$ cat config.mk
export PLATFORM = sky130hd
export DESIGN_NAME = intr_priority_ctrl
export DESIGN_NICKNAME = d
export VERILOG_FILES = /design/src/rtl/intr_priority_ctrl.sv
export SDC_FILE = /design/constraint.sdc
export NUM_CORES = 1
export LEC_CHECK = 0
export ABC_AREA = 1
export BUFFER_PORTS_ARGS = -buffer_cell sky130_fd_sc_hd__buf_4
export CAP_MARGIN = 20
export CORE_MARGIN = 2
export CORE_UTILIZATION = 26
export CTS_CLUSTER_DIAMETER = 60
export DETAILED_ROUTE_END_ITERATION = 16
export HOLD_SLACK_MARGIN = 0.03
export SLEW_MARGIN = 10
export SYNTH_ARGS = -nofsm -noshare
export SYNTH_HDL_FRONTEND = slang
export SYNTH_SLANG_ARGS = --single-unit
$ cat constraint.sdc
create_clock -name clk -period 5.42 [get_ports clk]
set_input_delay 0.542 -clock clk [delete_from_list [all_inputs] [get_ports clk]]
set_output_delay 0.542 -clock clk [all_outputs]
set_load 0.01 [all_outputs]
$ cat src/rtl/intr_priority_ctrl.sv
// Prioritised interrupt controller: edge/level capture, masked priority
// arbitration with threshold, and an IDLE/PRESENT/SERVICE handshake with the CPU.
module intr_priority_ctrl #(
  parameter int NCH    = 4,
  parameter int PRIO_W = 4,
  parameter int IDW    = 2
) (
  input  logic                  clk,
  input  logic                  rst,
  input  logic [NCH-1:0]        irq_in,
  input  logic [NCH-1:0]        edge_mode,
  input  logic [NCH-1:0]        mask,
  input  logic [NCH*PRIO_W-1:0] prio,
  input  logic [PRIO_W-1:0]     threshold,
  input  logic                  iack,
  input  logic                  eoi,
  output logic                  intr,
  output logic [IDW-1:0]        intr_id,
  output logic [PRIO_W-1:0]     intr_prio,
  output logic                  busy
);

  typedef enum logic [1:0] {
    IDLE    = 2'd0,
    PRESENT = 2'd1,
    SERVICE = 2'd2
  } state_t;

  state_t              state_r, state_nxt_s;
  logic [NCH-1:0]      pending_r, pending_nxt_s;
  logic [NCH-1:0]      prev_r;
  logic [NCH-1:0]      set_s;
  logic [NCH-1:0]      cand_s;
  logic                intr_r, intr_nxt_s;
  logic [IDW-1:0]      intr_id_r, intr_id_nxt_s;
  logic [PRIO_W-1:0]   intr_prio_r, intr_prio_nxt_s;
  logic                busy_r, busy_nxt_s;
  logic                ack_s;
  logic [PRIO_W-1:0]   prio_a_s [NCH];
  logic                win_found_s;
  logic [IDW-1:0]      win_id_s;
  logic [PRIO_W-1:0]   win_prio_s;
  logic                take_s;

  assign intr      = intr_r;
  assign intr_id   = intr_id_r;
  assign intr_prio = intr_prio_r;
  assign busy      = busy_r;

  // Ascending scan with strict '>' keeps the lowest index on equal priorities.
  always_comb begin
    win_found_s = 1'b0;
    win_id_s    = '0;
    win_prio_s  = '0;
    take_s      = 1'b0;
    set_s       = '0;
    cand_s      = '0;
    for (int i = 0; i < NCH; i++) begin
      prio_a_s[i] = prio[i*PRIO_W +: PRIO_W];
      set_s[i]    = irq_in[i] & (~edge_mode[i] | ~prev_r[i]);
      cand_s[i]   = pending_r[i] & mask[i] & (prio_a_s[i] > threshold);
      take_s      = cand_s[i] & (~win_found_s | (prio_a_s[i] > win_prio_s));
      win_id_s    = take_s ? IDW'(i) : win_id_s;
      win_prio_s  = take_s ? prio_a_s[i] : win_prio_s;
      win_found_s = win_found_s | take_s;
    end
  end

  // Handshake state machine: next state and next registered outputs.
  always_comb begin
    state_nxt_s     = state_r;
    intr_nxt_s      = intr_r;
    intr_id_nxt_s   = intr_id_r;
    intr_prio_nxt_s = intr_prio_r;
    busy_nxt_s      = busy_r;
    ack_s           = 1'b0;
    case (state_r)
      IDLE: begin
        if (win_found_s) begin
          state_nxt_s     = PRESENT;
          intr_nxt_s      = 1'b1;
          intr_id_nxt_s   = win_id_s;
          intr_prio_nxt_s = win_prio_s;
        end else begin
          intr_nxt_s      = 1'b0;
        end
      end
      PRESENT: begin
        if (iack) begin
          ack_s       = 1'b1;
          intr_nxt_s  = 1'b0;
          busy_nxt_s  = 1'b1;
          state_nxt_s = SERVICE;
        end else if (!mask[intr_id_r] || (prio_a_s[intr_id_r] <= threshold)) begin
          intr_nxt_s  = 1'b0;
          state_nxt_s = IDLE;
        end else begin
          intr_nxt_s  = 1'b1;
        end
      end
      SERVICE: begin
        intr_nxt_s = 1'b0;
        if (eoi) begin
          busy_nxt_s  = 1'b0;
          state_nxt_s = IDLE;
        end else begin
          busy_nxt_s  = 1'b1;
        end
      end
      default: begin
        state_nxt_s = IDLE;
        intr_nxt_s  = 1'b0;
        busy_nxt_s  = 1'b0;
      end
    endcase
  end

  // A fresh set event in the acknowledge cycle outranks the clear.
  always_comb begin
    pending_nxt_s = '0;
    for (int i = 0; i < NCH; i++) begin
      pending_nxt_s[i] = (pending_r[i] & ~(ack_s & (IDW'(i) == intr_id_r))) | set_s[i];
    end
  end

  always_ff @(posedge clk) begin
    if (rst) begin
      state_r     <= IDLE;
      pending_r   <= '0;
      prev_r      <= '0;
      intr_r      <= 1'b0;
      intr_id_r   <= '0;
      intr_prio_r <= '0;
      busy_r      <= 1'b0;
    end else begin
      state_r     <= state_nxt_s;
      pending_r   <= pending_nxt_s;
      prev_r      <= irq_in;
      intr_r      <= intr_nxt_s;
      intr_id_r   <= intr_id_nxt_s;
      intr_prio_r <= intr_prio_nxt_s;
      busy_r      <= busy_nxt_s;
    end
  end

endmodule

==> impl_metrics.yaml <==
power:
  power_density_nw_per_um2: 198.9
  p_comb_share_pct: 44.4
  power_frac_seq_pct: 32.5
  power.switching_uw: 182.0
  p_leak_uw: 0.001313
  switching_share_pct: 37.46
  clockPowerShare_pct: 23.1
  vdd_ir_drop_max_uv: 93.92
  internal_power_uw: 303.9
placement:
  portBuffers: 43
  place_congestion: 0.8459
  dp_hpwl_um: 4454
  dpl.cell_count: 438
  dp_slack_ps: 563.1
floorplan:
  die_x_um: 91.01
  fp.dieArea_um2: 8282
  die_h_um: 91.01
  io_pins: 44
  core_um2: 7292
  start_util_pct: 26.99
  rows: 31
clocking:
  cts_resized: 0
  root_buffer: "clkbuf_8"
  clk_pin_slew_worst_paths_ps: 70
  worstSkewPairLatency_ps: 250
  clock_sinks: 18
  numCtsBuffers: 3
  cts_max_path_buffers: 2
  cts_tree: "yes"
  holdBufCountCts: 0
  cts_setup_buffers: 0
  h-tree-depth: 1
timing:
  hold_viol_final: 0
  fmax_mhz: 215.0
  period_minus_slack_ps: 4650
  fin_skew_ps: 2.934
  whs_ps: 482.7
  fin_crit_sh_pct: 85.80
  tightest_slew_ps: 387.5
  tns_ps: 0
  rsz0062_at_grt: "false"
  slew_viol_final: 0
  setup_viol: 0
  layout_setup_ws_ps: 769.7
  slew_headroom_pct: 74.07
global_routing:
  grt_pass1_wl_um: 8666
  grt.total_usage_pct: 12.76
  antenna_found_initial: 0
  grt_max_degree: 13
  grt_overflow: 0
  grt_pass1_vias: 1900
status:
  status: "complete, no violations"
drt:
  finalWirelength_um: 5212
  num_vias: 1979
  wl_per_cell_um: 11.79
  drc: 0
  drt_iter0_markers: 81
  postRouteAntennaNets: 0
  vias_per_cell: 4.477
  detail_route.first_pass.iterations: 4
layout:
  syn2layout_area_growth_pct: 24.16
  final_cells: 442
  drive_gt1_share_pct: 18.66
  num-nets-final: 415
  n_antenna_cell: 0
  finish.utilization_pct: 33.51
yosys:
  synthTopCellsByCount: "77 x nand2_1, 54 x inv_1, 35 x ha_1"
  yosys_warnings: 0
  synth_cells: 299
  avgSynthCellArea_um2: 6.582
  synth.distinct_cells: 29
  netlist.area_leader.share_pct: 22.25
  ys_seq_area_share_pct: 18.31
  synth_area_leader_cell: "ha_1"
  synth.most_common_cell: "nand2_1"
  synth_flop_cell: "dfxtp_1"
  synthesis.area_um2: 1968
  synth_seq_cells: 18
  synth-edff-count: 0
  synth_nets: 370
  ys_top_cells_by_area: "ha_1 22%, dfxtp_1 18%, nand2_1 15%"
  synthArstFlopShare_pct: 0
critical_path:
  startpoint_type: "input pin"
  path_common_cell: "nand2_1"
  crit_path_max_fanout: 6
  critical_path_class: "in2reg"
  crit_arrival_ps: 4840
  slowest_stage: "ha_1"
  critPathRequiredTime_ps: 5610
  end_kind: "flop"
  critPathMaxStageDelay_ps: 300
min_path:
  min_path_type: "reg2reg"
job:
  cap_viol_max_count: 0
## layer usage
layer  track usage (%)  up-vias  wire, µm
li1                  -     1062         -
met1             17.17      872      2558
met4             2.652        0        23
met5                 0        -         0
met3             2.158        2       253
met2             21.42       43      2377
## power groups by stage
stage / combinational (µW) / sequential (µW) / clock, µW
finish: 216 / 158 / 112
global route: 249 / 160 / 121
CTS: 218 / 158 / 117
detailed placement: 217 / 161 / 0
global placement: 213 / 161 / 0
floorplan: 144 / 162 / 0
## flip-flops by register name, summed over array words and instances (netlist names)
signal / count
intr_id: 2
intr_prio: 4
busy: 1
intr: 1
state_r: 2
pending_r: 4
prev_r: 4
## cell usage in the layout, fill, tap and decap left out, drive strengths merged, types with 2 or more instances in the layout
master   n
a21oi   24
a22oi    6
and2     2
buf     43
clkbuf   4
dfxtp   18
ha      35
inv     56
nand2   85
nand3   22
nand3b   3
nand4    2
nor2    17
o21ai   18
o21bai   2
## cell type report
class / count / area, µm²
clock buffers: 4 / 55.05
fillers: 856 / 4848
inverters: 56 / 210.2
multi-input cells: 222 / 1371
flip-flops and latches: 18 / 360.3
well taps: 99 / 123.9
repair buffers: 43 / 322.8
## through the flow
step / total power, µW / instance area [µm²]
2_1_floorplan: 306.2 / 1968
3_3_place_gp: 373.5 / 2389
3_5_place_dp: 377.3 / 2389
4_1_cts: 493.1 / 2444
5_1_grt: 531.0 / 2444
6_report: 486.0 / 2444
## final timing paths
check,endpoint,depth (start not counted),slack (ps),from
hold reg to reg,pending_r[0],2,480,prev_r[0]
setup reg to reg,intr_id[1],34,1230,pending_r[0]
setup / recovery,intr_id[1],37,770,threshold[3]
hold / removal,pending_r[0],2,480,prev_r[0]
## critical path, delay by kind of cell
| kind | cells | cell delay [ps] |
|---|---|---|
| AO/OA/AOI/OAI | 6 | 690 |
| adder cells (fa/ha/maj) | 4 | 1160 |
| AND/OR/NAND/NOR | 21 | 1930 |
| buffers and inverters | 6 | 500 |
## kinds of logic (layout without fill, tap and decap cells)
kind of cell,count (synthesis),in the layout,synth area share (%)
AO/OA/AOI/OAI,55,55,16.91
adder cells (fa/ha/maj),35,35,22.25
AND/OR/NAND/NOR,132,132,30.51
flip-flops,18,18,18.31
buffers and inverters,59,103,12.01
No activity file was read; power rests on OpenSTA's default activity.
